===== config.mk =====
export PLATFORM = sky130hd
export DESIGN_NAME = csr_file_param
export DESIGN_NICKNAME = d
export VERILOG_FILES = /design/src/rtl/csr_pkg.sv /design/src/rtl/csr_timer.sv /design/src/rtl/csr_file_param.sv
export SDC_FILE = /design/constraint.sdc
export NUM_CORES = 1
export LEC_CHECK = 0
export BUFFER_PORTS_ARGS = -buffer_cell sky130_fd_sc_hd__buf_2
export CELL_PAD_IN_SITES_DETAIL_PLACEMENT = 1
export CELL_PAD_IN_SITES_GLOBAL_PLACEMENT = 2
export CORE_UTILIZATION = 35
export DETAILED_ROUTE_END_ITERATION = 8
export PLACE_DENSITY_LB_ADDON = 0.12
export SYNTH_ARGS = -nofsm -noshare
export SYNTH_HDL_FRONTEND = slang
export SYNTH_HIERARCHICAL = 1
export SYNTH_SLANG_ARGS = --single-unit
export TNS_END_PERCENT = 10

===== constraint.sdc =====
create_clock -name clk -period 10.5 [get_ports clk]
set_input_delay 0.525 -clock clk [delete_from_list [all_inputs] [get_ports clk]]
set_output_delay 0.525 -clock clk [all_outputs]
set_load 0.02 [all_outputs]

===== src/rtl/csr_pkg.sv =====
// Shared constants for the LoongArch CSR file: CSR addresses, exception
// codes, field bit positions and the masked-write merge helper.
package csr_pkg;

    // CSR addresses
    localparam logic [13:0] CSR_CRMD   = 14'h000;
    localparam logic [13:0] CSR_PRMD   = 14'h001;
    localparam logic [13:0] CSR_ECFG   = 14'h004;
    localparam logic [13:0] CSR_ESTAT  = 14'h005;
    localparam logic [13:0] CSR_ERA    = 14'h006;
    localparam logic [13:0] CSR_BADV   = 14'h007;
    localparam logic [13:0] CSR_EENTRY = 14'h00C;
    localparam logic [13:0] CSR_SAVE   = 14'h030;
    localparam logic [13:0] CSR_TID    = 14'h040;
    localparam logic [13:0] CSR_TCFG   = 14'h041;
    localparam logic [13:0] CSR_TVAL   = 14'h042;
    localparam logic [13:0] CSR_TICLR  = 14'h044;

    // Exception codes
    localparam logic [5:0] ECODE_INT  = 6'h00;
    localparam logic [5:0] ECODE_ADEF = 6'h08;
    localparam logic [5:0] ECODE_ALE  = 6'h09;
    localparam logic [5:0] ECODE_SYS  = 6'h0B;
    localparam logic [5:0] ECODE_BRK  = 6'h0C;
    localparam logic [5:0] ECODE_INE  = 6'h0D;

    // Field bit positions
    localparam int CRMD_PLV_LSB     = 0;
    localparam int CRMD_IE          = 2;
    localparam int CRMD_DA          = 3;
    localparam int PRMD_PIE         = 2;
    localparam int ESTAT_IS_TI      = 11;
    localparam int ESTAT_IS_IPI     = 12;
    localparam int ESTAT_ECODE_LSB  = 16;
    localparam int ESTAT_ESUB_LSB   = 22;
    localparam int EENTRY_VA_LSB    = 6;
    localparam int TCFG_EN          = 0;
    localparam int TCFG_PERIODIC    = 1;
    localparam int TCFG_INITVAL_LSB = 2;
    localparam int TICLR_CLR        = 0;

    // LIE bit 10 does not exist
    localparam logic [12:0] ECFG_LIE_MASK = 13'h1BFF;

    // Per-bit masked write: masked bits take the new value, others keep old
    function automatic logic [31:0] merge_bits(input logic [31:0] old_value,
                                               input logic [31:0] wvalue,
                                               input logic [31:0] wmask);
        return (wvalue & wmask) | (old_value & ~wmask);
    endfunction

endpackage


===== src/rtl/csr_timer.sv =====
// Timer block: owns TCFG and TVAL, counts down when enabled and emits a
// single-cycle timer_hit when the count expires. The parent owns TI.
module csr_timer
    import csr_pkg::*;
#(
    parameter int TIMER_W = 32
) (
    input  logic               clk,
    input  logic               reset,
    input  logic               tcfg_we,
    input  logic [31:0]        wmask,
    input  logic [31:0]        wvalue,
    output logic [31:0]        tcfg_value,
    output logic [TIMER_W-1:0] tval_value,
    output logic               timer_hit
);

    logic [31:0]        tcfg_reg, tcfg_next;
    logic [TIMER_W-1:0] tval_reg, tval_next;
    logic               load;

    // Initial count is InitVal with two zero LSBs, truncated to the counter width
    function automatic logic [TIMER_W-1:0] init_count(input logic [31:0] cfg);
        logic [31:0] full;
        full = {cfg[31:TCFG_INITVAL_LSB], 2'b00};
        return full[TIMER_W-1:0];
    endfunction

    // Next-state: a write with En set restarts the count; otherwise count down,
    // reload or park at all-ones on expiry
    always_comb begin
        tcfg_next = tcfg_reg;
        tval_next = tval_reg;
        if (tcfg_we) begin
            tcfg_next = merge_bits(tcfg_reg, wvalue, wmask);
        end
        load      = tcfg_we && tcfg_next[TCFG_EN];
        timer_hit = !load && tcfg_reg[TCFG_EN] && (tval_reg == '0);
        if (load) begin
            tval_next = init_count(tcfg_next);
        end else if (tcfg_reg[TCFG_EN] && (tval_reg != '1)) begin
            if (tval_reg == '0) begin
                tval_next = tcfg_reg[TCFG_PERIODIC] ? init_count(tcfg_reg) : '1;
            end else begin
                tval_next = tval_reg - TIMER_W'(1);
            end
        end
    end

    // Timer state registers
    always_ff @(posedge clk or posedge reset) begin
        if (reset) begin
            tcfg_reg <= '0;
            tval_reg <= '1;
        end else begin
            tcfg_reg <= tcfg_next;
            tval_reg <= tval_next;
        end
    end

    assign tcfg_value = tcfg_reg;
    assign tval_value = tval_reg;

endmodule


===== src/rtl/csr_file_param.sv =====
// LoongArch CSR file: exception CSRs, SAVE scratch bank, TID and timer.
// Produces the interrupt request, exception entry and ERTN return address.
// Event priority each cycle: reset > wb_ex > ertn_flush > csr_we.
module csr_file_param
    import csr_pkg::*;
#(
    parameter int          SAVE_NUM = 4,
    parameter int          TIMER_W  = 32,
    parameter logic [31:0] COREID   = 32'h0
) (
    input  logic        clk,
    input  logic        reset,
    input  logic [13:0] csr_num,
    output logic [31:0] csr_rvalue,
    input  logic        csr_we,
    input  logic [31:0] csr_wmask,
    input  logic [31:0] csr_wvalue,
    input  logic        wb_ex,
    input  logic [5:0]  wb_ecode,
    input  logic [8:0]  wb_esubcode,
    input  logic [31:0] wb_pc,
    input  logic [31:0] wb_vaddr,
    input  logic        ertn_flush,
    input  logic [7:0]  hw_int_in,
    input  logic        ipi_int_in,
    output logic        has_int,
    output logic [31:0] ex_entry,
    output logic [31:0] ertn_pc
);

    logic [1:0]  crmd_plv_reg;
    logic        crmd_ie_reg;
    logic [1:0]  prmd_pplv_reg;
    logic        prmd_pie_reg;
    logic [12:0] ecfg_lie_reg;
    logic [1:0]  estat_is_sw_reg;
    logic [7:0]  estat_is_hw_reg;
    logic        estat_ti_reg;
    logic        estat_ipi_reg;
    logic [5:0]  estat_ecode_reg;
    logic [8:0]  estat_esub_reg;
    logic [31:0] era_reg;
    logic [31:0] badv_reg;
    logic [25:0] eentry_reg;
    logic [31:0] tid_reg;
    logic [SAVE_NUM*32-1:0] save_flat;

    logic [31:0]        tcfg_value;
    logic [TIMER_W-1:0] tval_value;
    logic               timer_hit;
    logic [12:0]        estat_is;
    logic [31:0]        wdata_merged;

    // The read port always shows the addressed CSR, so it doubles as the
    // old value for the masked merge
    assign wdata_merged = merge_bits(csr_rvalue, csr_wvalue, csr_wmask);
    assign estat_is = {estat_ipi_reg, estat_ti_reg, 1'b0, estat_is_hw_reg, estat_is_sw_reg};

    csr_timer #(
        .TIMER_W (TIMER_W)
    ) u_timer (
        .clk        (clk),
        .reset      (reset),
        .tcfg_we    (csr_we && (csr_num == CSR_TCFG)),
        .wmask      (csr_wmask),
        .wvalue     (csr_wvalue),
        .tcfg_value (tcfg_value),
        .tval_value (tval_value),
        .timer_hit  (timer_hit)
    );

    // CRMD: exception drops to kernel with interrupts off; ERTN restores
    always_ff @(posedge clk or posedge reset) begin
        if (reset) begin
            crmd_plv_reg <= 2'd0;
            crmd_ie_reg  <= 1'b0;
        end else if (wb_ex) begin
            crmd_plv_reg <= 2'd0;
            crmd_ie_reg  <= 1'b0;
        end else if (ertn_flush) begin
            crmd_plv_reg <= prmd_pplv_reg;
            crmd_ie_reg  <= prmd_pie_reg;
        end else if (csr_we && (csr_num == CSR_CRMD)) begin
            crmd_plv_reg <= wdata_merged[CRMD_PLV_LSB +: 2];
            crmd_ie_reg  <= wdata_merged[CRMD_IE];
        end
    end

    // PRMD: snapshot of PLV/IE taken on exception entry
    always_ff @(posedge clk or posedge reset) begin
        if (reset) begin
            prmd_pplv_reg <= 2'd0;
            prmd_pie_reg  <= 1'b0;
        end else if (wb_ex) begin
            prmd_pplv_reg <= crmd_plv_reg;
            prmd_pie_reg  <= crmd_ie_reg;
        end else if (csr_we && (csr_num == CSR_PRMD)) begin
            prmd_pplv_reg <= wdata_merged[1:0];
            prmd_pie_reg  <= wdata_merged[PRMD_PIE];
        end
    end

    // ECFG: local interrupt enables, nonexistent bit 10 forced to zero
    always_ff @(posedge clk or posedge reset) begin
        if (reset) begin
            ecfg_lie_reg <= '0;
        end else if (csr_we && (csr_num == CSR_ECFG)) begin
            ecfg_lie_reg <= wdata_merged[12:0] & ECFG_LIE_MASK;
        end
    end

    // ESTAT: sample interrupt lines, record cause on exception, SW bits writable
    always_ff @(posedge clk or posedge reset) begin
        if (reset) begin
            estat_is_sw_reg <= 2'd0;
            estat_is_hw_reg <= 8'd0;
            estat_ipi_reg   <= 1'b0;
            estat_ecode_reg <= 6'd0;
            estat_esub_reg  <= 9'd0;
        end else begin
            estat_is_hw_reg <= hw_int_in;
            estat_ipi_reg   <= ipi_int_in;
            if (wb_ex) begin
                estat_ecode_reg <= wb_ecode;
                estat_esub_reg  <= wb_esubcode;
            end else if (csr_we && (csr_num == CSR_ESTAT)) begin
                estat_is_sw_reg <= wdata_merged[1:0];
            end
        end
    end

    // TI: a timer hit sets it and beats a simultaneous TICLR clear
    always_ff @(posedge clk or posedge reset) begin
        if (reset) begin
            estat_ti_reg <= 1'b0;
        end else if (timer_hit) begin
            estat_ti_reg <= 1'b1;
        end else if (csr_we && (csr_num == CSR_TICLR)
                     && csr_wmask[TICLR_CLR] && csr_wvalue[TICLR_CLR]) begin
            estat_ti_reg <= 1'b0;
        end
    end

    // ERA: return address captured on exception, otherwise writable
    always_ff @(posedge clk or posedge reset) begin
        if (reset) begin
            era_reg <= '0;
        end else if (wb_ex) begin
            era_reg <= wb_pc;
        end else if (csr_we && (csr_num == CSR_ERA)) begin
            era_reg <= wdata_merged;
        end
    end

    // BADV: faulting address for fetch and alignment faults only
    always_ff @(posedge clk or posedge reset) begin
        if (reset) begin
            badv_reg <= '0;
        end else if (wb_ex && (wb_ecode == ECODE_ADEF)) begin
            badv_reg <= wb_pc;
        end else if (wb_ex && (wb_ecode == ECODE_ALE)) begin
            badv_reg <= wb_vaddr;
        end else if (csr_we && (csr_num == CSR_BADV)) begin
            badv_reg <= wdata_merged;
        end
    end

    // EENTRY and TID: plain writable registers
    always_ff @(posedge clk or posedge reset) begin
        if (reset) begin
            eentry_reg <= '0;
            tid_reg    <= COREID;
        end else if (csr_we) begin
            if (csr_num == CSR_EENTRY) begin
                eentry_reg <= wdata_merged[31:EENTRY_VA_LSB];
            end
            if (csr_num == CSR_TID) begin
                tid_reg <= wdata_merged;
            end
        end
    end

    // SAVE scratch bank, one register per implemented address
    generate
        for (genvar gi = 0; gi < SAVE_NUM; gi++) begin : g_save
            localparam logic [13:0] SAVE_ADDR = CSR_SAVE + 14'(gi);
            logic [31:0] save_reg;
            // Scratch register write
            always_ff @(posedge clk or posedge reset) begin
                if (reset) begin
                    save_reg <= '0;
                end else if (csr_we && (csr_num == SAVE_ADDR)) begin
                    save_reg <= wdata_merged;
                end
            end
            assign save_flat[gi*32 +: 32] = save_reg;
        end
    endgenerate

    // Combinational read mux; unmapped addresses read zero
    always_comb begin
        csr_rvalue = '0;
        case (csr_num)
            CSR_CRMD:   csr_rvalue = {28'd0, 1'b1, crmd_ie_reg, crmd_plv_reg};
            CSR_PRMD:   csr_rvalue = {29'd0, prmd_pie_reg, prmd_pplv_reg};
            CSR_ECFG:   csr_rvalue = {19'd0, ecfg_lie_reg};
            CSR_ESTAT:  csr_rvalue = {1'b0, estat_esub_reg, estat_ecode_reg, 3'd0, estat_is};
            CSR_ERA:    csr_rvalue = era_reg;
            CSR_BADV:   csr_rvalue = badv_reg;
            CSR_EENTRY: csr_rvalue = {eentry_reg, 6'd0};
            CSR_TID:    csr_rvalue = tid_reg;
            CSR_TCFG:   csr_rvalue = tcfg_value;
            CSR_TVAL:   csr_rvalue = 32'(tval_value);
            default: begin
                for (int i = 0; i < SAVE_NUM; i++) begin
                    if (csr_num == (CSR_SAVE + 14'(i))) begin
                        csr_rvalue = save_flat[i*32 +: 32];
                    end
                end
            end
        endcase
    end

    assign has_int  = crmd_ie_reg && (|(estat_is & ecfg_lie_reg));
    assign ex_entry = {eentry_reg, 6'd0};
    assign ertn_pc  = era_reg;

endmodule


### After elaboration in Yosys (flattened, before gate mapping)

Cells that the tools add are included.

| storage, ports and cells | value |
|---|---|
| flip-flop bits (word level) | 359 |
| bits of input ports | 171 |
| output and inout bits | 97 |

| operators by class | value |
|---|---|
| add/sub/neg operators | 1 |
| equal/unequal tests | 17 |
| multiplexer cells | 27 |
| bitwise logic cells | 8 |
| reductions and logical operators | 34 |

Operator list:

| cell | count |
|---|---|
| 32-bit two-way mux | 14 |
| 32-bit case mux with 10 select lines | 1 |
| 32-bit bitwise AND | 3 |
| 32-bit bitwise OR | 2 |
| 14-bit by 3-bit equality test with 1-bit output (second input constant) | 4 |
| 14-bit by 6-bit equality test with 1-bit output (second input constant) | 4 |
| 14-bit by 7-bit equality test with 1-bit output (second input constant) | 4 |
| 32-bit zero test | 1 |
| 32-bit != test (second input constant) | 1 |
| 32-bit NOT | 1 |
| 32-bit by 1-bit subtractor with 32-bit output (second input constant) | 1 |
| 1-bit logical AND | 21 |
| 14-bit by 1-bit equality test with 1-bit output (second input constant) | 1 |
| 14-bit by 4-bit equality test with 1-bit output (second input constant) | 1 |
| 14-bit zero test | 1 |
| 13-bit bitwise AND | 1 |
| 13-bit OR reduction | 1 |
| 6-bit by 4-bit equality test with 1-bit output (second input constant) | 2 |
| 2-bit two-way mux | 5 |
| 2-bit nonzero test | 4 |
| 1-bit two-way mux | 7 |
| 2-bit AND reduction | 3 |
| 3-bit nonzero test | 2 |
| 1-bit zero test | 1 |
| 1-bit NOT | 1 |

### Logic depth before layout (Yosys ltp)

| depth | value |
|---|---|
| depth in word-level cells | 11 |
| depth in mapped cells | 13 |
| depth with buffers taken out | 8 |

### By module

The synthesis kept the hierarchy.

Modules (own cells, without submodules):

| module | times used | cells each | area an instance (um2) | sequential area each (um2) |
|---|---|---|---|---|
| csr_file_param | 1 | 1583 | 15905.3 | 7382.1 |
| csr_timer | 1 | 450 | 4187.8 | 1641.6 |

### Worst setup path before layout

Ideal clock, no wire load.

| timing | value |
|---|---|
| path type | input to register |
| from | in csr_num[9] |
| to | reg u_timer.tval_reg[27] (netlist: u_timer/tval_value[27]) |
| setup time | 88 ps |
| arrival | 2937 ps |
| setup slack | 7476 ps |
| cell stages on the path | 11 |
| buffers on the path | 4 |
| path through | or4_1 -> buf_2 -> nor3_2 -> and3_1 -> clkbuf_1 -> clkbuf_1 -> clkbuf_1 -> nand2_1 -> mux2_2 -> nand2_1 -> o211ai_1 |

RTL lines:

| what | RTL line | RTL |
|---|---|---|
| start: declaration | csr_file_param.sv:13 | `input logic [13:0] csr_num,` |
| 14-bit by 7-bit equality test with 1-bit output | csr_file_param.sv:64 | `.tcfg_we (csr_we && (csr_num == CSR_TCFG)),` |
| 1-bit logical AND | csr_file_param.sv:64 |  |
| 32-bit two-way mux | csr_timer.sv:34 | `if (tcfg_we) begin` |
| named net u_timer.tcfg_next[27] | csr_timer.sv:18 | `logic [31:0] tcfg_reg, tcfg_next;` |
| 32-bit two-way mux | csr_timer.sv:39 | `if (load) begin` |
| end signal: assignment | csr_timer.sv:57 | `tval_reg <= tval_next;` |
| end: declaration | csr_timer.sv:19 | `logic [TIMER_W-1:0] tval_reg, tval_next;` |

The timed path passes the listed nets, and every way through them passes these cells.
A chain may end at the register's enable or synchronous reset.

### Worst setup path after layout

| timing | value |
|---|---|
| from | in csr_num[0] |
| to | out csr_rvalue[17] |

| on the way | value |
|---|---|
| cells in the longest elaborated chain, start to end | 6 |

Ends and longest elaborated chain:

| what | RTL line | RTL |
|---|---|---|
| 14-bit by 6-bit equality test with 1-bit output | csr_file_param.sv:216 | `if (csr_num == (CSR_SAVE + 14'(i))) begin` |
| 32-bit two-way mux (4 in series) | csr_file_param.sv:216 |  |
| 32-bit case mux with 10 select lines * | csr_file_param.sv:203 | `case (csr_num)` |
| end: declaration | csr_file_param.sv:14 | `output logic [31:0] csr_rvalue,` |

Mark *: on every way between the ends. The rest lies on a longest branch, timed or not.

==> impl_metrics.toml <==
[setup_path]
crit_arrival_ns = 4.13
path_common_cell = "buf_4"
crit_buf_inv = 4
end_kind = "primary output"
cp_max_fo = 50
worstPathRequired_ns = 9.98
slowest_stage = "nor4b_4"
critPathMaxStageDelay_ns = 0.75
setup.worst_path.class = "in2out"
cp-start-kind = "primary input"
cp_top_family = "buffers and inverters"
crit_chain = "buf_4 -> buf_4 -> buf_4 -> nor4bb_2 -> nor4b_4 -> and2_1 -> or3_1 -> buf_2"

[run]
maxCapViolations = 0

[final_layout]
regArea_mm2 = 0.009024
multi_input_area_mm2 = 0.01027
nNetsFinal = 2396
design_area_mm2 = 0.02361
areaGrowthSynthToFinish_pct = 17.52
largest_register_ffs = 128
fill_cells = 6409
drive_above_1_share = 0.2805

[floorplanning]
fp.dieArea_mm2 = 0.05837
io_pins = 268
row_count = 87
coreArea_mm2 = 0.05660
die_w_um = 241.6
die_h_um = 241.6
initial_utilization = 0.3550

[drt]
detail-route-antenna-nets = 0
drtIter0Drc = 1541
vias = 18040
drtPass1Iterations = 7
drt-total-wl_mm = 91.68
viasPerCell = 5.986
detail_route.wl_per_cell_um = 30.43
drcViolationCount = 0

[global_routing]
grt_pass1_vias = 18430
grt_use_met1 = 0.4472
grt_use_met3 = 0.06681
grtUsageMet2 = 0.4684
grt_antenna_before_repair = 4
grt_overflow_total = 0
grt_max_degree = 83
grt_pass1_wl_mm = 134.3
grt-busiest-layer = "met2"
grt_usage = 0.3116

[timing]
clock_skew_ns = 0.01422
finalCriticalPeriod_ns = 4.655
setup-tns-final_ns = 0
period_share = 0.4433
finalHoldViolCount = 0
fmax_mhz = 214.8
slew_viol_final = 0
slew_headroom = 0.1816
whs_ns = 0.02556
worstMarginPinSlew_ns = 1.223
finalSetupViolCount = 0
setup_ws_ns = 5.845
rsz0062_at_grt = "false"

[synth]
async_reset_ff_frac = 1.000
ys_ff_latch = 359
ys_seq_area_frac = 0.4491
netlist.area_leader.share = 0.4072
avgSynthCellArea_um2 = 9.883
synth_area_mm2 = 0.02009
yosysMostFrequentCell = "dfrtp_1"
yosysTopAreaCell = "dfrtp_1"
yosys-top-cells-count = "dfrtp_1 (327), nand2_1 (276), o21ai_0 (221), mux2_2 (121), clkbuf_1 (103)"
synth_cell_type_count = 100
synth-edff-count = 0
synthCells = 2033
synth_area_leaders = "dfrtp_1 (41%), mux2_2 (6.8%), o21ai_0 (5.5%)"
synthFlopType = "dfrtp_1"
ys_warn_count = 6

[clock_tree]
clockRootBuffer = "clkbuf_16"
cts_repair_resize_count = 0
cts_buffers = 46
insertion_delay_ns = 0.60
htreeDepth = 2
clk_path_buf_depth = 3
cts.clk_slew.worst_paths_ns = 0.06
cts.sinks = 359
cts_setup_buffers = 0
ctsHoldBuffers = 1
cts_tree = "done"

[power_and_ir_drop]
ir_drop_mv = 0.1108
internal-power_mw = 2.621
p_clk_frac = 0.468
p_leak_nw = 10.44
p_comb_frac = 0.124
powerDensity_mw_per_mm2 = 154.0
switchingPower_mw = 1.015
swShare = 0.2791
seqPwrFrac = 0.408

[placement]
gp_congestion = 0.8732
post_dp_cell_area_mm2 = 0.02201
numPortBuffers = 261
dp_hpwl_mm = 65.39
place_ws_ns = 5.554

[status]
status = "completed"

[hold_path]
hp-class = "in2reg"
-- worst paths after layout --
kind | from | endpoint | slack [ns] | cells past startpoint
min reg2reg | g_save[3].save_reg[8] | g_save[3].save_reg[8] | 0.47 | 2
max reg2reg | u_timer/tval_value[1] | u_timer/tval_value[29] | 7.29 | 8
max in group asynchronous | reset | g_save[1].save_reg[21] | 7.55 | 5
min | ipi_int_in | estat_ipi_reg | 0.03 | 1
max | csr_num[0] | csr_rvalue[17] | 5.85 | 8
min in group asynchronous | reset | estat_is_hw_reg[4] | 0.50 | 3
-- worst reg2reg max path: cells and delay by family, from the launching register on --
kind / cells / cell delay, ns
adders and majority gates: 1 / 0.13
AOI/OAI and AO/OA: 2 / 0.54
buffers and inverters: 2 / 0.37
DFF: 1 / 0.42
and+or+nand+nor: 3 / 1.69
-- area by class of cell --
class	instances	share of cell area
Timing Repair Buffer	309	0.07100
Sequential cell	359	0.3822
Antenna cell	4	0.0004239
Multi-Input combinational cell	1481	0.4350
Inverter	25	0.004292
Tap cell	756	0.04006
Clock buffer	58	0.05405
Clock inverter	21	0.01298
-- kinds of logic (layout without fill, tap and decap cells) --
kind of cell               Yosys count  count (layout)  synth area share
muxes                              210             210            0.1290
xor gates and xnor gates            12              12          0.005231
and+or+nand+nor                    670             670            0.1783
buffers and inverters              198             413           0.04571
DFF                                359             359            0.4491
AOI/OAI and AO/OA                  580             580            0.1907
other                                1              10         0.0001866
adders and majority gates            3               3          0.001868
-- power groups by stage --
stage	sequential, mW	combinational (mW)	clock (mW)
2_1_floorplan	1.50	0.256	0
3_3_place_gp	1.51	0.443	0
3_5_place_dp	1.51	0.449	0
4_1_cts	1.48	0.451	1.72
5_1_grt	1.49	0.485	1.78
6_report	1.48	0.453	1.70
-- placed cells by master (no fill, tap or decap), types with 9 or more instances in the layout --
master / n
nand2_1: 276
a211oi_1: 12
o21ai_0: 221
o22ai_1: 26
a32o_1: 9
o221ai_1: 11
or4_1: 10
mux4_2: 26
a221o_1: 16
o31a_1: 9
nand3b_1: 27
clkbuf_16: 46
and2_1: 28
inv_1: 23
buf_2: 258
nand2b_1: 17
o211ai_1: 18
nand4_1: 21
mux2i_1: 62
and3_1: 12
nor2_1: 79
o2bb2ai_1: 11
dfrtp_1: 327
clkinv_2: 12
a211o_1: 12
or3_1: 20
a21oi_1: 65
nor2b_1: 22
dfstp_2: 32
nand3_1: 45
nor3_1: 12
nor3b_1: 23
a22oi_1: 46
buf_4: 50
o31ai_1: 26
mux2_2: 121
-- per-layer routing --
metal,vias to the layer above,wire (um)
met3,123,6431
met5,-,0
li1,7892,-
met2,643,40720
met1,9379,41950
met4,0,2576
-- per-stage QoR --
stage	power [mW]	instances	utilization
after floorplan	1.753	2038	-
after global placement	1.949	2929	0.3887
after detailed placement	1.955	2929	0.3888
after CTS	3.657	3009	0.4170
after global routing	3.748	3009	0.4170
final	3.636	3013	0.4172
No activity file was read; power rests on OpenSTA's default activity.
